`src/rtl/dmem_arbiter_if.sv`:
```
// dmem_arbiter_if: MEM-stage, dbg and data-memory signals of the data memory arbiter.
// slave = arbiter view; master = requesters plus memory macro view.
interface dmem_arbiter_if #(
    parameter int DATA_WIDTH = 32,
    parameter int ADDR_WIDTH = 32
) ();
    logic                  en;
    logic                  mem_read;
    logic                  mem_write;
    logic [ADDR_WIDTH-1:0] mem_addr;
    logic [DATA_WIDTH-1:0] mem_wdata;
    logic [DATA_WIDTH-1:0] mem_rdata;
    logic                  mem_stall;
    logic                  dbg_req;
    logic                  dbg_we;
    logic [ADDR_WIDTH-1:0] dbg_addr;
    logic [DATA_WIDTH-1:0] dbg_wdata;
    logic                  dbg_gnt;
    logic                  dbg_rvalid;
    logic [DATA_WIDTH-1:0] dbg_rdata;
    logic                  dm_cs;
    logic                  dm_we;
    logic [ADDR_WIDTH-1:0] dm_addr;
    logic [DATA_WIDTH-1:0] dm_wdata;
    logic [DATA_WIDTH-1:0] dm_rdata;

    modport master (
        output en, mem_read, mem_write, mem_addr, mem_wdata,
        output dbg_req, dbg_we, dbg_addr, dbg_wdata,
        output dm_rdata,
        input  mem_rdata, mem_stall, dbg_gnt, dbg_rvalid, dbg_rdata,
        input  dm_cs, dm_we, dm_addr, dm_wdata
    );

    modport slave (
        input  en, mem_read, mem_write, mem_addr, mem_wdata,
        input  dbg_req, dbg_we, dbg_addr, dbg_wdata,
        input  dm_rdata,
        output mem_rdata, mem_stall, dbg_gnt, dbg_rvalid, dbg_rdata,
        output dm_cs, dm_we, dm_addr, dm_wdata
    );
endinterface

```
`src/rtl/dmem_arbiter.sv`:
```
// dmem_arbiter: shares single-port data memory between MEM stage and dbg; DMEM_ARB_FAIRNESS_EN adds forced dbg grant after STARVE_MAX denials.
// Latency: reads return MEM_LAT cycles after issue, writes complete in the issue cycle.
// Backpressure: mem_stall holds the MEM stage until its access completes; dbg_req is held until dbg_gnt.
module dmem_arbiter #(
    parameter int DATA_WIDTH = 32,
    parameter int ADDR_WIDTH = 32,
    parameter int MEM_LAT    = 2,
    parameter int STARVE_MAX = 4
) (
    input  logic          i_clk,
    input  logic          i_rst_n,
    dmem_arbiter_if.slave arb_if
);
    localparam logic [1:0] ST_IDLE   = 2'd0;
    localparam logic [1:0] ST_RD_MEM = 2'd1;
    localparam logic [1:0] ST_RD_DBG = 2'd2;
    localparam logic [2:0] LAT_LAST  = 3'(MEM_LAT);

    logic [1:0]            r_state;
    logic [2:0]            r_lat;
    logic                  r_dbg_rvalid;
    logic [DATA_WIDTH-1:0] r_dbg_rdata;

    logic w_mem_req;
    logic w_idle;
    logic w_dbg_win;
    logic w_issue;
    logic w_dbg_gnt;
    logic w_issue_we;
    logic w_ret;
    logic w_mem_ret;
    logic w_dbg_ret;
    logic w_mem_wr_done;

    assign w_mem_req = arb_if.mem_read | arb_if.mem_write;
    assign w_idle    = (r_state == ST_IDLE);

`ifdef DMEM_ARB_FAIRNESS_EN
    localparam int SW = (STARVE_MAX < 1) ? 1 : $clog2(STARVE_MAX + 1);

    logic [SW-1:0] r_starve;
    logic          w_starved;

    assign w_starved = (r_starve == SW'(STARVE_MAX));
    assign w_dbg_win = arb_if.dbg_req & (~w_mem_req | w_starved);

    // Every denied request cycle counts, including cycles spent waiting on a read.
    always_ff @(posedge i_clk or negedge i_rst_n) begin
        if (!i_rst_n) begin
            r_starve <= '0;
        end else if (w_dbg_gnt) begin
            r_starve <= '0;
        end else if (arb_if.dbg_req && !w_starved) begin
            r_starve <= r_starve + 1'b1;
        end
    end
`else
    assign w_dbg_win = arb_if.dbg_req & ~w_mem_req;
`endif

    // Gating with i_rst_n keeps the strobe and stall quiet while reset is held.
    assign w_issue    = i_rst_n & w_idle & arb_if.en & (w_mem_req | arb_if.dbg_req);
    assign w_dbg_gnt  = w_issue & w_dbg_win;
    assign w_issue_we = w_dbg_win ? arb_if.dbg_we : (~arb_if.mem_read & arb_if.mem_write);

    assign w_ret         = ~w_idle & (r_lat == LAT_LAST);
    assign w_mem_ret     = w_ret & (r_state == ST_RD_MEM);
    assign w_dbg_ret     = w_ret & (r_state == ST_RD_DBG);
    assign w_mem_wr_done = w_issue & ~w_dbg_win & ~arb_if.mem_read;

    always_ff @(posedge i_clk or negedge i_rst_n) begin
        if (!i_rst_n) begin
            r_state      <= ST_IDLE;
            r_lat        <= 3'd0;
            r_dbg_rvalid <= 1'b0;
            r_dbg_rdata  <= '0;
        end else begin
            r_dbg_rvalid <= w_dbg_ret;
            if (w_dbg_ret) begin
                r_dbg_rdata <= arb_if.dm_rdata;
            end
            case (r_state)
                ST_IDLE: begin
                    if (w_issue && !w_issue_we) begin
                        r_state <= w_dbg_gnt ? ST_RD_DBG : ST_RD_MEM;
                        r_lat   <= 3'd1;
                    end
                end
                ST_RD_MEM, ST_RD_DBG: begin
                    if (r_lat == LAT_LAST) begin
                        r_state <= ST_IDLE;
                        r_lat   <= 3'd0;
                    end else begin
                        r_lat <= r_lat + 3'd1;
                    end
                end
                default: begin
                    r_state <= ST_IDLE;
                    r_lat   <= 3'd0;
                end
            endcase
        end
    end

    assign arb_if.dm_cs    = w_issue;
    assign arb_if.dm_we    = w_issue & w_issue_we;
    assign arb_if.dm_addr  = w_dbg_win ? arb_if.dbg_addr : arb_if.mem_addr;
    assign arb_if.dm_wdata = w_dbg_win ? arb_if.dbg_wdata : arb_if.mem_wdata;

    assign arb_if.mem_rdata  = w_mem_ret ? arb_if.dm_rdata : '0;
    assign arb_if.mem_stall  = i_rst_n & w_mem_req & ~(w_mem_ret | w_mem_wr_done);
    assign arb_if.dbg_gnt    = w_dbg_gnt;
    assign arb_if.dbg_rvalid = r_dbg_rvalid;
    assign arb_if.dbg_rdata  = r_dbg_rdata;
endmodule

```
`src/flat_wrapper.sv`:
```
// flat-port wrapper written by rule: the top's interface ports become plain ports
module dmem_arbiter_flat 
#(
    parameter int DATA_WIDTH = 32,
    parameter int ADDR_WIDTH = 32,
    parameter int MEM_LAT    = 2,
    parameter int STARVE_MAX = 4
)
  (i_clk, i_rst_n, arb_if_en, arb_if_mem_read, arb_if_mem_write, arb_if_mem_addr, arb_if_mem_wdata, arb_if_dbg_req, arb_if_dbg_we, arb_if_dbg_addr, arb_if_dbg_wdata, arb_if_dm_rdata, arb_if_mem_rdata, arb_if_mem_stall, arb_if_dbg_gnt, arb_if_dbg_rvalid, arb_if_dbg_rdata, arb_if_dm_cs, arb_if_dm_we, arb_if_dm_addr, arb_if_dm_wdata);
  dmem_arbiter_if #(.DATA_WIDTH(DATA_WIDTH), .ADDR_WIDTH(ADDR_WIDTH)) arb_if_i ();
  input  logic i_clk;
  input  logic i_rst_n;
  input wire logic [$bits(arb_if_i.en)-1:0] arb_if_en;
  input wire logic [$bits(arb_if_i.mem_read)-1:0] arb_if_mem_read;
  input wire logic [$bits(arb_if_i.mem_write)-1:0] arb_if_mem_write;
  input wire logic [$bits(arb_if_i.mem_addr)-1:0] arb_if_mem_addr;
  input wire logic [$bits(arb_if_i.mem_wdata)-1:0] arb_if_mem_wdata;
  input wire logic [$bits(arb_if_i.dbg_req)-1:0] arb_if_dbg_req;
  input wire logic [$bits(arb_if_i.dbg_we)-1:0] arb_if_dbg_we;
  input wire logic [$bits(arb_if_i.dbg_addr)-1:0] arb_if_dbg_addr;
  input wire logic [$bits(arb_if_i.dbg_wdata)-1:0] arb_if_dbg_wdata;
  input wire logic [$bits(arb_if_i.dm_rdata)-1:0] arb_if_dm_rdata;
  output wire logic [$bits(arb_if_i.mem_rdata)-1:0] arb_if_mem_rdata;
  output wire logic [$bits(arb_if_i.mem_stall)-1:0] arb_if_mem_stall;
  output wire logic [$bits(arb_if_i.dbg_gnt)-1:0] arb_if_dbg_gnt;
  output wire logic [$bits(arb_if_i.dbg_rvalid)-1:0] arb_if_dbg_rvalid;
  output wire logic [$bits(arb_if_i.dbg_rdata)-1:0] arb_if_dbg_rdata;
  output wire logic [$bits(arb_if_i.dm_cs)-1:0] arb_if_dm_cs;
  output wire logic [$bits(arb_if_i.dm_we)-1:0] arb_if_dm_we;
  output wire logic [$bits(arb_if_i.dm_addr)-1:0] arb_if_dm_addr;
  output wire logic [$bits(arb_if_i.dm_wdata)-1:0] arb_if_dm_wdata;
  assign arb_if_i.en = arb_if_en;
  assign arb_if_i.mem_read = arb_if_mem_read;
  assign arb_if_i.mem_write = arb_if_mem_write;
  assign arb_if_i.mem_addr = arb_if_mem_addr;
  assign arb_if_i.mem_wdata = arb_if_mem_wdata;
  assign arb_if_i.dbg_req = arb_if_dbg_req;
  assign arb_if_i.dbg_we = arb_if_dbg_we;
  assign arb_if_i.dbg_addr = arb_if_dbg_addr;
  assign arb_if_i.dbg_wdata = arb_if_dbg_wdata;
  assign arb_if_i.dm_rdata = arb_if_dm_rdata;
  assign arb_if_mem_rdata = arb_if_i.mem_rdata;
  assign arb_if_mem_stall = arb_if_i.mem_stall;
  assign arb_if_dbg_gnt = arb_if_i.dbg_gnt;
  assign arb_if_dbg_rvalid = arb_if_i.dbg_rvalid;
  assign arb_if_dbg_rdata = arb_if_i.dbg_rdata;
  assign arb_if_dm_cs = arb_if_i.dm_cs;
  assign arb_if_dm_we = arb_if_i.dm_we;
  assign arb_if_dm_addr = arb_if_i.dm_addr;
  assign arb_if_dm_wdata = arb_if_i.dm_wdata;
  dmem_arbiter #(.DATA_WIDTH(DATA_WIDTH), .ADDR_WIDTH(ADDR_WIDTH), .MEM_LAT(MEM_LAT), .STARVE_MAX(STARVE_MAX)) u_core (.i_clk(i_clk), .i_rst_n(i_rst_n), .arb_if(arb_if_i));
endmodule
```
`config.mk`:
```
export PLATFORM = sky130hd
export DESIGN_NAME = dmem_arbiter_flat
export DESIGN_NICKNAME = d
export VERILOG_FILES = /design/src/rtl/dmem_arbiter_if.sv /design/src/rtl/dmem_arbiter.sv /design/src/flat_wrapper.sv
export SDC_FILE = /design/constraint.sdc
export NUM_CORES = 1
export LEC_CHECK = 0
export ABC_AREA = 1
export BUFFER_PORTS_ARGS = -buffer_cell sky130_fd_sc_hd__clkbuf_2
export CORE_AREA = 2 2 116 118
export CTS_CLUSTER_SIZE = 20
export DETAILED_ROUTE_END_ITERATION = 7
export DIE_AREA = 0 0 118 120
export REMOVE_ABC_BUFFERS = 1
export SYNTH_ARGS = -nofsm -noshare
export SYNTH_HDL_FRONTEND = slang
export SYNTH_SLANG_ARGS = --single-unit
```
`constraint.sdc`:
```
create_clock -name i_clk -period 1.7 [get_ports i_clk]
set_clock_uncertainty 0.1 [all_clocks]
set_input_delay 0.34 -clock i_clk [delete_from_list [all_inputs] [get_ports i_clk]]
set_output_delay 0.34 -clock i_clk [all_outputs]
set_load 0.03 [all_outputs]
```
==> flow_metrics.tcl <==
set metrics [dict create \
    ant_nets 0 \
    cts_tree "built" \
    worst_pin_slew_ns 0.493 \
    crit_cells 7 \
    fmax_mhz 503 \
    dpl.hpwl_mm 9.62 \
    period_share_pct 117 \
    cp_slowest_stage_delay_ns 0.31 \
    synth_compound_area_share_pct 5.99 \
    synth_xor_area_share_pct 0.617 \
    worstRegToRegCells 9 \
    die_h_um 120 \
    clk_pin_slew_ns 0.06 \
    cts_buffers 5 \
    cp-end-kind "output port" \
    setup_violations 100 \
    cts_sinks 38 \
    cts_max_level 2 \
    row_count 42 \
    worst_ep_arrival_time_ns 1.55 \
    root_buffer "clkbuf_16" \
    clock_path_buffers 2 \
    synth_seq_cells 38 \
    outcome "finished with violations" \
    power_density_mw_per_mm2 785 \
    crit_fanout 5 \
    cp.required_ns 1.26 \
    grt_use_total_pct 16.6 \
    syn_area_mm2 0.00284 \
    portBuffers 299 \
    antenna_found_initial 2 \
    slew-limit-headroom_pct 67.1 \
    area_growth_pct 107 \
    grt_pass1_vias 3429 \
    hold_ws_ns 0.133 \
    synth_cells 308 \
    hp-class "in2async" \
    dieArea_mm2 0.0142 \
    grt_max_degree 53 \
    ios 300 \
    synthAdderAreaFrac_pct 1.76 \
    period_needed_ns 1.99 \
    timing.critical_path.buf_inv 4 \
    vias 3346 \
    synth-simple-area-share_pct 15.0 \
    path_cells "buf_6, nor2_4, nand2_8, buf_6, buf_16, mux2_4, buf_8" \
    clock_latency_ns 0.28 \
    fin_ws_ns -0.287 \
    post-place-ws_ns -0.233 \
    viasPerCell 4.12 \
    core_area_mm2 0.0130 \
    syn_area_per_cell_um2 9.22 \
    cap_violations 0 \
    die_w_um 118 \
    place_congestion 0.842 \
    remaining_drc_errors 0 \
    synth_top_family_by_area "multiplexers" \
    maxSlewViolCount 0 \
    crit_top_cell "buf_6" \
    criticalPathCategory "in2out" \
    grt-ovfl-total 0 \
    routed_wl_mm 12.5 \
    crit_family "buffers and inverters" \
    synthMuxAreaShare_pct 32.0 \
    postPlaceCellArea_mm2 0.00461 \
    start_util_pct 21.9 \
    wire_per_inst_um 15.4 \
    rsz0062_at_grt "true" \
    ys_warn_count 0 \
    grt_pass1_wl_mm 18.4 \
    cp_slowest_cell "mux2_4" \
    violations "negative setup slack" \
    hold_violations 0 \
    holdBufCountCts 0 \
    crit_path_start_kind "primary input" \
    dr.pass1.iters 4 \
    drt_iter0_drc 89 \
    max-vdd-ir-drop_v 0.000731 \
    p_leak_uw 0.00343 \
    fin_nets 804 \
    drive_above_1_share_pct 68.1 \
    design_area_mm2 0.00589 \
    seq_area_frac_synth_pct 33.5 \
    synth_cell_types 21 \
]
## repair_timing
action / CTS / global route
pin swaps: 3 / 2
setup endpoints to repair: 100 / 101
buffers inserted: 3 / 7
gates resized for setup: 190 / 129
gates cloned: 6 / 1
## logic make-up after synthesis
family | after synthesis
adder cells (fa/ha/maj) | 4
buffers and inverters | 62
XOR/XNOR | 2
AND/OR/NAND/NOR | 104
multiplexers | 64
AO/OA/AOI/OAI | 34
flip-flops | 38
## layout make-up
| class | count | area, um2 |
|---|---|---|
| well taps | 176 | 220 |
| diodes | 2 | 5.00 |
| fillers | 1257 | 7090 |
| clock inverters | 3 | 40.0 |
| repair buffers | 334 | 2680 |
| flip-flops and latches | 38 | 951 |
| multi-input cells | 209 | 1700 |
| clock buffers | 5 | 125 |
| inverters | 45 | 171 |
## where the power goes
part	switching (uW)	internal (uW)
combinational	1300	1100
sequential	97.2	1070
clock	366	686
## cells in the mapped netlist (all sizes together)
cell	n	area, um2
a21oi	2	10.0
buf	16	144
clkbuf	1	3.75
dfrtp	38	951
ha	4	50.1
inv	45	169
mux2	64	908
nand2	55	206
nand3	9	50.1
nand3b	1	20.0
nor2	38	145
nor3	1	5.00
o21ai	32	160
xor2	2	17.5
## cell usage in the layout (no fill, tap or decap), types with 3 or more instances in the layout
master / netlist / final
nor2_2: 1 / 7
dfrtp_1: 38 / 38
inv_2: 2 / 4
buf_8: 0 / 51
nand3_1: 8 / 6
clkbuf_16: 0 / 5
o21ai_0: 4 / 4
clkbuf_8: 0 / 5
buf_16: 0 / 4
clkbuf_4: 0 / 3
mux2_4: 50 / 51
inv_1: 43 / 40
buf_12: 0 / 7
buf_4: 3 / 46
o21ai_1: 28 / 28
clkbuf_2: 0 / 197
nand2_1: 55 / 53
nor2_4: 0 / 4
nor2_1: 37 / 27
mux2_2: 14 / 13
buf_6: 9 / 21
## sequential cells by signal, indices dropped and copies added (netlist names)
signal,cells
u_core.r_state,2
u_core.arb_if.dbg_rvalid,1
u_core.arb_if.dbg_rdata,32
u_core.r_lat,3
## per-stage QoR
step | TNS [ns] | util, % | power (uW) | cells
2_1_floorplan | -142.86 | - | 2380 | 291
3_3_place_gp | -15.04 | 35.5 | 3080 | 788
3_5_place_dp | -16.91 | 35.5 | 3100 | 788
4_1_cts | -23.72 | 43.9 | 4520 | 805
5_1_grt | -26.52 | 45.4 | 4870 | 811
6_report | -20.85 | 45.4 | 4620 | 812
## final timing paths
kind,startpoint,to,slack (ns)
worst max register to register,u_core.r_state[1],u_core.r_state[1],0.13
worst min-delay path,i_rst_n,u_core.arb_if.dbg_rdata[17],0.13
max in group asynchronous,i_rst_n,u_core.arb_if.dbg_rdata[5],1.02
worst min register to register,u_core.arb_if.dbg_rdata[25],u_core.arb_if.dbg_rdata[25],0.39
min in group i_clk,arb_if_dm_rdata[31],u_core.arb_if.dbg_rdata[31],0.19
worst max-delay path,arb_if_mem_write,arb_if_dm_addr[19],-0.29
## routing by layer
| metal | up-vias | track usage, % | part of all wire (%) |
|---|---|---|---|
| met4 | 0 | 5.27 | 2.2 |
| li1 | 1634 | - | - |
| met5 | - | 0 | 0 |
| met2 | 164 | 30.1 | 51 |
| met1 | 1533 | 18.7 | 39 |
| met3 | 15 | 4.94 | 7.8 |
No activity file was read; power rests on OpenSTA's default activity.
